File: src/rtl/fb_scanout_reader.sv
// rtl/fb_scanout_reader.sv - raster scan-out: h/v timing, frame-buffer reads, aligned pixel/sync/de stream
module fb_scanout_reader #(
    parameter int H_ACTIVE = 640,
    parameter int H_FP     = 16,
    parameter int H_SYNC   = 96,
    parameter int H_BP     = 48,
    parameter int V_ACTIVE = 480,
    parameter int V_FP     = 10,
    parameter int V_SYNC   = 2,
    parameter int V_BP     = 33,
    parameter int SYNC_POL = 0
) (
    input  logic        clock,
    input  logic        resetn,
    input  logic        enable,
    input  logic [19:0] base_addr,
    output logic [19:0] addr0,
    output logic        RE0,
    input  logic [23:0] dataout,
    output logic [7:0]  pix_r,
    output logic [7:0]  pix_g,
    output logic [7:0]  pix_b,
    output logic        de,
    output logic        hsync,
    output logic        vsync,
    output logic        frame_start,
    output logic        busy
);

    localparam int H_TOTAL = H_ACTIVE + H_FP + H_SYNC + H_BP;
    localparam int V_TOTAL = V_ACTIVE + V_FP + V_SYNC + V_BP;
    localparam int HW  = $clog2(H_TOTAL);
    localparam int VW  = $clog2(V_TOTAL);
    localparam int HW1 = HW + 1;
    localparam int VW1 = VW + 1;

    localparam logic [HW-1:0] H_LAST   = HW'(H_TOTAL - 1);
    localparam logic [VW-1:0] V_LAST   = VW'(V_TOTAL - 1);
    localparam logic [HW1-1:0] H_ACT   = HW1'(H_ACTIVE);
    localparam logic [HW1-1:0] HS_BEG  = HW1'(H_ACTIVE + H_FP);
    localparam logic [HW1-1:0] HS_END  = HW1'(H_ACTIVE + H_FP + H_SYNC);
    localparam logic [VW1-1:0] V_ACT   = VW1'(V_ACTIVE);
    localparam logic [VW1-1:0] VS_BEG  = VW1'(V_ACTIVE + V_FP);
    localparam logic [VW1-1:0] VS_END  = VW1'(V_ACTIVE + V_FP + V_SYNC);
    localparam logic           SYNC_ACT = (SYNC_POL != 0);

    typedef enum logic {S_IDLE, S_RUN} state_t;

    state_t        state, state_nxt;
    logic [HW-1:0] h_cnt, h_nxt;
    logic [VW-1:0] v_cnt, v_nxt;

    logic [19:0] frame_base;
    logic [19:0] lin_idx;
    logic [19:0] cur_base;
    logic [19:0] cur_idx;

    logic running;
    logic active;
    logic at_origin;
    logic hs_raw;
    logic vs_raw;

    logic de_d1;
    logic hs_d0, hs_d1, hs_q;
    logic vs_d0, vs_d1, vs_q;

    always_ff @(posedge clock or negedge resetn) begin
        if (!resetn) begin
            state <= S_IDLE;
            h_cnt <= '0;
            v_cnt <= '0;
        end else begin
            state <= state_nxt;
            h_cnt <= h_nxt;
            v_cnt <= v_nxt;
        end
    end

    // Leaving RUN is only possible on the last pixel of the last line
    always_comb begin
        state_nxt = state;
        h_nxt     = h_cnt;
        v_nxt     = v_cnt;
        case (state)
            S_IDLE: begin
                h_nxt = '0;
                v_nxt = '0;
                if (enable) state_nxt = S_RUN;
            end
            S_RUN: begin
                if (h_cnt == H_LAST) begin
                    h_nxt = '0;
                    if (v_cnt == V_LAST) begin
                        v_nxt = '0;
                        if (!enable) state_nxt = S_IDLE;
                    end else begin
                        v_nxt = v_cnt + VW'(1);
                    end
                end else begin
                    h_nxt = h_cnt + HW'(1);
                end
            end
            default: state_nxt = S_IDLE;
        endcase
    end

    assign running   = (state == S_RUN);
    assign busy      = running;
    assign active    = running && ({1'b0, h_cnt} < H_ACT) && ({1'b0, v_cnt} < V_ACT);
    assign at_origin = running && (h_cnt == '0) && (v_cnt == '0);
    assign hs_raw    = running && ({1'b0, h_cnt} >= HS_BEG) && ({1'b0, h_cnt} < HS_END);
    assign vs_raw    = running && ({1'b0, v_cnt} >= VS_BEG) && ({1'b0, v_cnt} < VS_END);

    // The first pixel of a frame uses base_addr directly, as it is latched on the same edge
    assign cur_base = at_origin ? base_addr : frame_base;
    assign cur_idx  = at_origin ? 20'd0 : lin_idx;

    always_ff @(posedge clock or negedge resetn) begin
        if (!resetn) begin
            frame_base  <= '0;
            lin_idx     <= '0;
            addr0       <= '0;
            RE0         <= 1'b0;
            frame_start <= 1'b0;
        end else begin
            RE0         <= active;
            frame_start <= at_origin;
            if (at_origin) frame_base <= base_addr;
            if (active) begin
                addr0   <= cur_base + cur_idx;
                lin_idx <= cur_idx + 20'd1;
            end else if (at_origin) begin
                lin_idx <= '0;
            end
        end
    end

    // RE0 is the first de stage; two more stages line de/syncs up with the registered pixel
    always_ff @(posedge clock or negedge resetn) begin
        if (!resetn) begin
            de_d1 <= 1'b0;
            de    <= 1'b0;
            hs_d0 <= 1'b0;
            hs_d1 <= 1'b0;
            hs_q  <= 1'b0;
            vs_d0 <= 1'b0;
            vs_d1 <= 1'b0;
            vs_q  <= 1'b0;
            pix_r <= '0;
            pix_g <= '0;
            pix_b <= '0;
        end else begin
            de_d1 <= RE0;
            de    <= de_d1;
            hs_d0 <= hs_raw;
            hs_d1 <= hs_d0;
            hs_q  <= hs_d1;
            vs_d0 <= vs_raw;
            vs_d1 <= vs_d0;
            vs_q  <= vs_d1;
            if (de_d1) begin
                {pix_r, pix_g, pix_b} <= dataout;
            end else begin
                {pix_r, pix_g, pix_b} <= 24'd0;
            end
        end
    end

    assign hsync = hs_q ? SYNC_ACT : ~SYNC_ACT;
    assign vsync = vs_q ? SYNC_ACT : ~SYNC_ACT;

endmodule
File: config.mk
export PLATFORM = sky130hd
export DESIGN_NAME = fb_scanout_reader
export DESIGN_NICKNAME = d
export VERILOG_FILES = /design/src/rtl/fb_scanout_reader.sv
export SDC_FILE = /design/constraint.sdc
export NUM_CORES = 1
export LEC_CHECK = 0
export ABC_AREA = 1
export BUFFER_PORTS_ARGS = -buffer_cell sky130_fd_sc_hd__buf_2
export CAP_MARGIN = 20
export CORE_MARGIN = 2
export CORE_UTILIZATION = 45
export DETAILED_ROUTE_END_ITERATION = 8
export GPL_ROUTABILITY_DRIVEN = 0
export HOLD_SLACK_MARGIN = 0.06
export PLACE_DENSITY_LB_ADDON = 0.1
export SLEW_MARGIN = 20
export SYNTH_ARGS = -nofsm -noshare
export SYNTH_HDL_FRONTEND = slang
export SYNTH_SLANG_ARGS = --single-unit
File: constraint.sdc
create_clock -name clock -period 8 [get_ports clock]
set_input_delay 0.4 -clock clock [delete_from_list [all_inputs] [get_ports clock]]
set_output_delay 0.4 -clock clock [all_outputs]
set_load 0.005 [all_outputs]
==> flow_summary.yaml <==
sta:
  final.setup.tns_ns: 0
  hold_slack_ns: 0.1689
  slew_headroom_pct: 50.62
  slew_viol_final: 0
  max_freq_mhz: 273.6
  final-setup-viol-count: 0
  hold_violations: 0
  clock_skew_ns: 0.006963
  fin_crit_ns: 3.655
  rsz0062_at_grt: "no"
  worstMarginPinSlew_ns: 0.7406
  period_share_pct: 45.68
hold_path:
  min_from: "dataout[5]"
  worstHoldPathType: "in -> reg"
finish:
  syn2layout_area_growth_pct: 20.35
  final_common_cell: "nand2_1"
  drive_above_1_share_pct: 22.43
  diodes: 0
  layout_common_cells: "233 x nand2_1, 119 x inv_1, 115 x dfrtp_1, 95 x buf_2, 66 x nor2_1"
  finalNetCount: 972
clocking:
  postCtsHoldBufs: 1
  numCtsBuffers: 17
  cts_tree: "built"
  clkSlewWorstSetupHoldPaths_ns: 0.06
  ctsResizeCount: 0
  clock_latency_ns: 0.42
  h-tree-depth: 4
  post-cts-setup-buffers: 0
  cts_root_buffer: "clkbuf_16"
  cts.sinks: 115
  clockBufferDepth: 2
synthesis:
  yosys.area_share.xor_xnor_pct: 2.638
  synth_top_family_by_area: "simple AND/OR/NAND/NOR gates"
  synth.net_count: 865
  synth_edf_count: 0
  synth-compound-area-share_pct: 6.228
  synth_flop_cell: "dfrtp_1"
  synthArstFlopShare_pct: 100.0
  synth_simple_gate_area_share_pct: 33.08
  synth_cell_types: 43
  muxShareOfSynthArea_pct: 0.3570
  ys_ff_latch: 115
  synth_area_um2: 6309
  synth_adder_area_share_pct: 2.975
  syn_area_per_cell_um2: 7.856
  ys_seq_area_share_pct: 45.62
  synthCells: 803
  yosys_warnings: 0
global_routing:
  grt_use_total_pct: 20.87
  antenna_found_initial: 0
  grt_start_max_net_pins: 59
  grt_pass1_vias: 5198
  grt.overflow.total: 0
  grt_pass1_wl_um: 24230
detailed_routing:
  wl_met2_um: 6565
  via_count: 5473
  viasPerCell: 4.962
  drt_iter0_markers: 359
  totalWireLength_um: 14430
  route.met3.wl_um: 769
  met1_length_um: 6835
  drc: 0
  drtPass1Iterations: 5
  highest_layer: "met4"
  antenna_left: 0
  post_drt_wl_per_cell_um: 13.08
power:
  ir_drop_uv: 171.2
  cellPowerDensity_nw_per_um2: 332.3
  total_power_uw: 2523
  p_leak_uw: 0.004172
critical_path:
  cp-startpoint: "v_cnt[0]"
  r2r_start: "v_cnt[0]"
  cp_cell_sequence: "inv_1 > ha_1 > nand2_1 > nor2_2 > nand3_4 > mux2_2 > ha_1 > ha_1 > inv_1 > nand2_1 > nand3_1 > a21boi_1 > nand3_1 > nand2_1 > nand2_1 > nand2_1 > nand2_1 > nand3_1 > nand2_1"
  max_stage_delay_ns: 0.49
  cp_slowest_cell: "nand3_4"
  critPathMaxFanout: 37
  critPathCaptureType: "flip-flop"
  start_kind: "flip-flop"
  crit_required_ns: 8.31
  critPathArrivalTime_ns: 3.96
  crit_path_frequent_cell: "nand2_1"
  critPathKind: "reg -> reg"
die:
  core_um2: 13770
  dieArea_um2: 14980
  die_h_um: 122.4
  io_pins: 97
  initial_utilization_pct: 45.80
  die_x_um: 122.4
  rows: 43
job:
  cap_violations: 0
placed_design:
  numPortBuffers: 96
  dp_hpwl_um: 11010
run_status:
  status: "complete, no violations"
-- cell usage after synthesis, types with 2 or more instances --
cell type,number,share of area (%)
nand2_4,4,0.71
a31oi_1,3,0.30
o21ai_0,16,1.3
inv_1,119,7.1
xor2_1,19,2.6
dfrtp_1,115,46
a21oi_2,2,0.28
nand4_1,20,2.0
nand3_1,51,4.0
o21ai_2,4,0.56
o31ai_1,2,0.24
a21oi_4,2,0.52
inv_2,13,0.77
nor2_4,9,1.6
nor2_1,66,3.9
nand2_1,233,14
nand2_2,16,1.6
o21ai_1,2,0.16
clkbuf_1,6,0.36
nor3_1,14,1.1
nand3_4,4,1.1
ha_1,15,3.0
buf_2,2,0.16
clkinv_1,2,0.12
nand3b_1,2,0.24
nor2_2,10,0.99
a21oi_1,26,2.1
nand3_2,10,1.6
mux2_2,2,0.36
-- registers in the layout, summed over array words and instances (netlist names), 8 cells and up, named ones only --
register    flops
addr0          20
frame_base     18
h_cnt          10
lin_idx        20
pix_b           8
pix_g           8
pix_r           8
v_cnt          10
-- cell families (layout without fill, tap and decap cells) --
group           Yosys count  count (layout)
xor+xnor                 19              19
compound gates           64              64
fa+ha+maj                15              15
mux                       2               2
simple gates            442             442
flops                   115             115
buf+inv                 146             266
-- worst paths after layout --
path	endpoint	slack, ns	cells after the start
min in group asynchronous	pix_g[0]	0.60	2
max	addr0[12]	4.35	19
min	pix_b[5]	0.17	3
max reg2reg	addr0[12]	4.35	19
min reg2reg	hs_q	0.35	0
max in group asynchronous	addr0[10]	6.18	3
-- worst max-delay path, delay by kind of cell, from the launching register on --
| kind | cells | cell delay (ns) |
|---|---|---|
| AND/OR/NAND/NOR | 12 | 1.72 |
| multiplexers | 1 | 0.41 |
| adder cells (fa/ha/maj) | 3 | 0.61 |
| flip-flops | 1 | 0.41 |
| buffers and inverters | 2 | 0.13 |
| AO/OA/AOI/OAI | 1 | 0.26 |
-- stage by stage --
stage                     std cells  util, %  setup WS, ns  cell area (um2)
after detailed placement       1070    50.57         4.423             6965
after floorplan                 803        -         4.967             6309
after global routing           1103    55.12         3.896             7592
after CTS                      1103    55.12         4.370             7592
after global placement         1070    50.57         4.546             6965
final                          1103    55.12         4.345             7592
-- where the power goes --
group / switching [uW] / total [uW] / internal [uW] / leakage (uW)
registers: 85.6 / 817 / 731 / 0.00142
logic: 597 / 919 / 323 / 0.00246
clock network: 283 / 786 / 503 / 0.000292
total: 965 / 2520 / 1560 / 0.00417
-- final cells by class --
| cell class | instances | area (um2) |
|---|---|---|
| Fill cell | 1344 | 6181 |
| Sequential cell | 115 | 2878 |
| Clock inverter | 13 | 173.9 |
| Clock buffer | 19 | 442.9 |
| Timing Repair Buffer | 99 | 508.0 |
| Multi-Input combinational cell | 542 | 2856 |
| Tap cell | 180 | 225.2 |
| Inverter | 135 | 508.0 |
-- metal layers --
layer,GRT usage [%],up-vias
met5,0,-
met4,8.549,0
met3,4.322,19
met2,32.53,135
met1,28.42,2575
li1,-,2744
Power figures use the tool's default switching activity.
